[src/rtl/risc_ctrl_if.sv]
// rtl/risc_ctrl_if.sv - sequencer <-> datapath signal bundle (resume present with CTRL_RESUME_EN)
interface risc_ctrl_if;
  logic [2:0] opcode;
  logic       zero;
  logic       mem_rd;
  logic       mem_wr;
  logic       load_ir;
  logic       load_acc;
  logic       inc_pc;
  logic       load_pc;
  logic       halt;
  logic [2:0] phase;
`ifdef CTRL_RESUME_EN
  logic       resume;

  modport master (
    output opcode, zero, resume,
    input  mem_rd, mem_wr, load_ir, load_acc, inc_pc, load_pc, halt, phase
  );
  modport slave (
    input  opcode, zero, resume,
    output mem_rd, mem_wr, load_ir, load_acc, inc_pc, load_pc, halt, phase
  );
`else
  modport master (
    output opcode, zero,
    input  mem_rd, mem_wr, load_ir, load_acc, inc_pc, load_pc, halt, phase
  );
  modport slave (
    input  opcode, zero,
    output mem_rd, mem_wr, load_ir, load_acc, inc_pc, load_pc, halt, phase
  );
`endif
endinterface

[src/rtl/risc_ctrl.sv]
// rtl/risc_ctrl.sv - 8-phase RISC instruction sequencer; CTRL_RESUME_EN adds resume-from-halt
module risc_ctrl #(
  parameter int NPHASE = 8
) (
  input logic         clk,
  input logic         rst_,
  risc_ctrl_if.slave  bus
);
  typedef enum logic {ST_RUN, ST_HALTED} state_t;

  localparam logic [2:0] OP_HLT = 3'b000;
  localparam logic [2:0] OP_SKZ = 3'b001;
  localparam logic [2:0] OP_ADD = 3'b010;
  localparam logic [2:0] OP_AND = 3'b011;
  localparam logic [2:0] OP_XOR = 3'b100;
  localparam logic [2:0] OP_LDA = 3'b101;
  localparam logic [2:0] OP_STO = 3'b110;
  localparam logic [2:0] OP_JMP = 3'b111;
  localparam logic [2:0] LAST_PHASE = 3'(NPHASE - 1);

  state_t     r_state, w_state_nxt;
  logic [2:0] r_phase, w_phase_nxt;
  logic       r_mem_rd, r_mem_wr, r_load_ir, r_load_acc, r_inc_pc, r_load_pc, r_halt;
  logic       w_mem_rd, w_mem_wr, w_load_ir, w_load_acc, w_inc_pc, w_load_pc, w_halt;
  logic       w_aluop;
  logic       w_resume;

`ifdef CTRL_RESUME_EN
  assign w_resume = bus.resume;
`else
  assign w_resume = 1'b0;
`endif

  assign w_aluop = (bus.opcode == OP_ADD) || (bus.opcode == OP_AND) ||
                   (bus.opcode == OP_XOR) || (bus.opcode == OP_LDA);

  always_comb begin
    w_state_nxt = r_state;
    w_phase_nxt = r_phase;
    if (r_state == ST_HALTED) begin
      if (w_resume) begin
        w_state_nxt = ST_RUN;
        w_phase_nxt = 3'd0;
      end
    end else if (r_phase == 3'd4 && bus.opcode == OP_HLT) begin
      w_state_nxt = ST_HALTED;
    end else begin
      w_phase_nxt = (r_phase == LAST_PHASE) ? 3'd0 : r_phase + 3'd1;
    end
  end

  // Strobes are decoded for the phase being entered so they are registered at its start.
  always_comb begin
    w_mem_rd   = 1'b0;
    w_mem_wr   = 1'b0;
    w_load_ir  = 1'b0;
    w_load_acc = 1'b0;
    w_inc_pc   = 1'b0;
    w_load_pc  = 1'b0;
    w_halt     = 1'b0;
    if (w_state_nxt == ST_HALTED) begin
      w_halt = 1'b1;
    end else begin
      case (w_phase_nxt)
        3'd1: w_mem_rd = 1'b1;
        3'd2, 3'd3: begin
          w_mem_rd  = 1'b1;
          w_load_ir = 1'b1;
        end
        3'd4: begin
          w_inc_pc = 1'b1;
          w_halt   = (bus.opcode == OP_HLT);
        end
        3'd5: w_mem_rd = w_aluop;
        3'd6: begin
          w_mem_rd   = w_aluop;
          w_load_acc = w_aluop;
          w_inc_pc   = (bus.opcode == OP_SKZ) && bus.zero;
          w_load_pc  = (bus.opcode == OP_JMP);
        end
        3'd7: begin
          w_mem_rd   = w_aluop;
          w_load_acc = w_aluop;
          w_inc_pc   = (bus.opcode == OP_JMP);
          w_load_pc  = (bus.opcode == OP_JMP);
          w_mem_wr   = (bus.opcode == OP_STO);
        end
        default: ;
      endcase
    end
  end

  always_ff @(posedge clk or negedge rst_) begin
    if (!rst_) begin
      r_state    <= ST_RUN;
      r_phase    <= 3'd0;
      r_mem_rd   <= 1'b0;
      r_mem_wr   <= 1'b0;
      r_load_ir  <= 1'b0;
      r_load_acc <= 1'b0;
      r_inc_pc   <= 1'b0;
      r_load_pc  <= 1'b0;
      r_halt     <= 1'b0;
    end else begin
      r_state    <= w_state_nxt;
      r_phase    <= w_phase_nxt;
      r_mem_rd   <= w_mem_rd;
      r_mem_wr   <= w_mem_wr;
      r_load_ir  <= w_load_ir;
      r_load_acc <= w_load_acc;
      r_inc_pc   <= w_inc_pc;
      r_load_pc  <= w_load_pc;
      r_halt     <= w_halt;
    end
  end

  assign bus.mem_rd   = r_mem_rd;
  assign bus.mem_wr   = r_mem_wr;
  assign bus.load_ir  = r_load_ir;
  assign bus.load_acc = r_load_acc;
  assign bus.inc_pc   = r_inc_pc;
  assign bus.load_pc  = r_load_pc;
  assign bus.halt     = r_halt;
  assign bus.phase    = r_phase;
endmodule

[src/flat_wrapper.sv]
// flat-port wrapper written by rule: the top's interface ports become plain ports
module risc_ctrl_flat 
#(
  parameter int NPHASE = 8
)
  (clk, rst_, bus_opcode, bus_zero, bus_mem_rd, bus_mem_wr, bus_load_ir, bus_load_acc, bus_inc_pc, bus_load_pc, bus_halt, bus_phase);
  risc_ctrl_if bus_i ();
  input logic clk;
  input logic rst_;
  input wire logic [$bits(bus_i.opcode)-1:0] bus_opcode;
  input wire logic [$bits(bus_i.zero)-1:0] bus_zero;
  output wire logic [$bits(bus_i.mem_rd)-1:0] bus_mem_rd;
  output wire logic [$bits(bus_i.mem_wr)-1:0] bus_mem_wr;
  output wire logic [$bits(bus_i.load_ir)-1:0] bus_load_ir;
  output wire logic [$bits(bus_i.load_acc)-1:0] bus_load_acc;
  output wire logic [$bits(bus_i.inc_pc)-1:0] bus_inc_pc;
  output wire logic [$bits(bus_i.load_pc)-1:0] bus_load_pc;
  output wire logic [$bits(bus_i.halt)-1:0] bus_halt;
  output wire logic [$bits(bus_i.phase)-1:0] bus_phase;
  assign bus_i.opcode = bus_opcode;
  assign bus_i.zero = bus_zero;
  assign bus_mem_rd = bus_i.mem_rd;
  assign bus_mem_wr = bus_i.mem_wr;
  assign bus_load_ir = bus_i.load_ir;
  assign bus_load_acc = bus_i.load_acc;
  assign bus_inc_pc = bus_i.inc_pc;
  assign bus_load_pc = bus_i.load_pc;
  assign bus_halt = bus_i.halt;
  assign bus_phase = bus_i.phase;
  risc_ctrl #(.NPHASE(NPHASE)) u_core (.clk(clk), .rst_(rst_), .bus(bus_i));
endmodule
[config.mk]
export PLATFORM = sky130hd
export DESIGN_NAME = risc_ctrl_flat
export DESIGN_NICKNAME = d
export VERILOG_FILES = /design/src/rtl/risc_ctrl_if.sv /design/src/rtl/risc_ctrl.sv /design/src/flat_wrapper.sv
export SDC_FILE = /design/constraint.sdc
export NUM_CORES = 1
export LEC_CHECK = 0
export ABC_AREA = 1
export CAP_MARGIN = 20
export CELL_PAD_IN_SITES_DETAIL_PLACEMENT = 0
export CELL_PAD_IN_SITES_GLOBAL_PLACEMENT = 2
export CORE_MARGIN = 5
export CORE_UTILIZATION = 27
export CTS_CLUSTER_DIAMETER = 40
export DETAILED_ROUTE_END_ITERATION = 16
export PLACE_DENSITY_LB_ADDON = 0.1
export SLEW_MARGIN = 0
export SYNTH_ARGS = -nofsm -noshare
export SYNTH_HDL_FRONTEND = slang
export SYNTH_SLANG_ARGS = --single-unit
[constraint.sdc]
create_clock -name clk -period 1.9 [get_ports clk]
set_input_delay 0.38 -clock clk [delete_from_list [all_inputs] [get_ports clk]]
set_output_delay 0.38 -clock clk [all_outputs]
set_load 0.01 [all_outputs]
==> impl_metrics.ini <==
[sta]
tightestPinTransition_ns = 0.459
max_freq_mhz = 608
setup_viol = 0
hold_slack_ns = 0.431
grt_setup_unrepaired = false
post-route-min-period_ns = 1.64
finClkSkew_ns = 0.00487
slew_headroom = 0.693
drv_slew = 0
timing.final.hold_violations = 0
tns_ns = 0
min_period_over_period = 0.865

[synthesis]
yosysTopAreaCell = dfrtp_1
avgSynthCellArea_um2 = 9.19
synth_area_leaders = dfrtp_1, ha_1, inv_1
async_flop_share = 1.00
ys_seq_area_frac = 0.447
synth_seq_cells = 11
synth_top_area_frac = 0.447
synth_edf_count = 0
ys.warnings.count = 0
yosys_most_used_dff = dfrtp_1
syn_nets = 76
yosys.cell_types.count = 20
syn_area_um2 = 616
netlist_top_cells_count = dfrtp_1, inv_1, nand2_1
syn_inst = 67
synth_most_common_cell = dfrtp_1

[finish]
antenna_cells = 0
final_core_util = 0.377
syn_to_final_growth_pct = 34.3
stdcell_count = 114
nets = 96
drive_above_1_share = 0.244
n_fill_cell = 227

[global_routing]
grt_max_degree = 12
grt_pass1_wl_mm = 2.17
globalRoute.busiestLayer = met2
overflow = 0
gr-usage-met1 = 0.114
use_met3 = 0.0312
grt_pass1_vias = 491
track_usage = 0.0858
grt.met2_usage = 0.118
antenna_found_initial = 0

[worst_hold_path]
holdCritPathClass = in -> async

[worst_setup_path]
cp_slowest_cell = clkdlybuf4s50_1
end_kind = primary output
cp-start-kind = register
rr_endpoint = u_core.bus.load_pc
r2r-start = u_core.bus.phase[0]
path_class = reg -> out
critPathMaxFanout = 5
critical_path.top_delay_family = buffers and inverters
r2r_setup_slack_ns = 0.32
crit_path_cell_trace = clkdlybuf4s50_1
crit_buf_inv = 1
cp.required_ns = 1.52
arrival_ns = 1.26
crit_path_max_incr_delay_ns = 0.57
reg2reg_depth = 8

[cts]
cts_buffers = 3
hold_buffers = 0
clkTransAtPathRegs_ns = 0.07
cts.sink_count = 11
cts_root_buffer = clkbuf_4
cts_resized = 0
worst_skew_pair.late_latency_ns = 0.26
htreeDepth = 1
cts_tree = yes
post_cts_buffers = 0
clockBufferDepth = 2

[routing]
wl_per_cell_um = 10.6
vias = 488
drt_iter0_drc = 2
firstDrtPassIters = 2
final_antenna_net_count = 0
drt-total-wl_mm = 1.21
drc = 0
vias_per_cell = 4.28

[floorplanning]
die_area_mm2 = 0.00334
initial_core_util = 0.281
ios = 16
die_w_um = 57.8
core_area_mm2 = 0.00219
die_h_um = 57.8
fp-row-count = 17

[power_and_ir_drop]
p_switching_mw = 0.0879
switching_share = 0.212
pwr-share-clk = 0.371
seq_power_share = 0.564
internal_power_mw = 0.327
p_comb_frac = 0.065
power_density_mw_per_mm2 = 502
p_leak_nw = 0.380
ir_drop_uv = 287

[placement]
placed_cells = 110
place_congestion = 0.722
io_buffer_count = 15
dp_hpwl_mm = 1.05

[job]
maxCapViolations = 0

[status]
status = completed
[layout by cell type (no fill, tap or decap)]
master,count
inv_2,3
clkbuf_4,3
a21oi_2,1
inv_1,10
dfrtp_1,11
nor2_4,1
nor2_2,1
clkbuf_1,1
o21ai_1,1
nand2_1,10
nand2_4,2
clkdlybuf4s50_1,15
o21ai_2,1
nand3_1,7
nand3_4,1
nor3_1,1
ha_1,3
o21bai_2,1
nand3_2,1
nand2_2,4
nor2_1,5
nor4_2,2
or2_0,1
[state kept, by name (all words and copies together) (netlist names)]
register / cells
u_core.r_state: 1
u_core.bus.load_ir: 1
u_core.bus.inc_pc: 1
u_core.bus.phase: 3
u_core.bus.mem_wr: 1
u_core.bus.halt: 1
u_core.bus.load_pc: 1
u_core.bus.mem_rd: 1
u_core.bus.load_acc: 1
[how the worst max path moves through the flow]
stage,slack [ns],to,depth (start not counted),startpoint
6_report,0.26,bus_phase[0],1,u_core.bus.phase[0]
3_3_place_gp,0.18,u_core.bus.mem_rd,9,bus_opcode[0]
3_5_place_dp,0.17,u_core.bus.mem_rd,9,bus_opcode[0]
2_1_floorplan,0.49,u_core.bus.inc_pc,8,u_core.bus.phase[0]
4_1_cts,0.24,bus_phase[0],1,u_core.bus.phase[0]
5_1_grt,0.12,u_core.bus.load_pc,8,u_core.bus.phase[0]
[power by group through the flow]
stage / combinational (mW) / clock [mW] / sequential (mW)
2_1_floorplan: 0.00854 / 0 / 0.239
3_3_place_gp: 0.0280 / 0 / 0.239
3_5_place_dp: 0.0275 / 0 / 0.239
4_1_cts: 0.0276 / 0.160 / 0.234
5_1_grt: 0.0312 / 0.170 / 0.234
6_report: 0.0268 / 0.154 / 0.234
[area by class of cell]
class                           instances  area (um2)  share of cell area
Clock buffer                            4        26.3              0.0318
Sequential cell                        11         275               0.333
Tap cell                               28        35.0              0.0424
Timing Repair Buffer                   15         150               0.182
Multi-Input combinational cell         43         292               0.352
Inverter                               13        48.8              0.0590
[per-stage QoR]
| stage | setup WS (ns) | total power [mW] | instance area [um2] |
|---|---|---|---|
| global placement | 0.176 | 0.267 | 801 |
| CTS | 0.237 | 0.422 | 827 |
| floorplan | 0.487 | 0.247 | 616 |
| detailed placement | 0.175 | 0.266 | 801 |
| global route | 0.124 | 0.435 | 827 |
| finish | 0.256 | 0.415 | 827 |
[metal layers]
layer | wire length (um) | share of wire
met2 | 513 | 0.42
met4 | 31 | 0.026
met5 | 0 | 0
met1 | 587 | 0.48
met3 | 77 | 0.064
[kinds of logic (layout without fill, tap and decap cells)]
| logic type | after synthesis | count (layout) | synth area share |
|---|---|---|---|
| buffers and inverters | 13 | 32 | 0.0793 |
| DFF | 11 | 11 | 0.447 |
| AOI/OAI and AO/OA | 4 | 4 | 0.0549 |
| and+or+nand+nor | 36 | 36 | 0.358 |
| adders and majority gates | 3 | 3 | 0.0610 |
No activity file was read; power rests on OpenSTA's default activity.
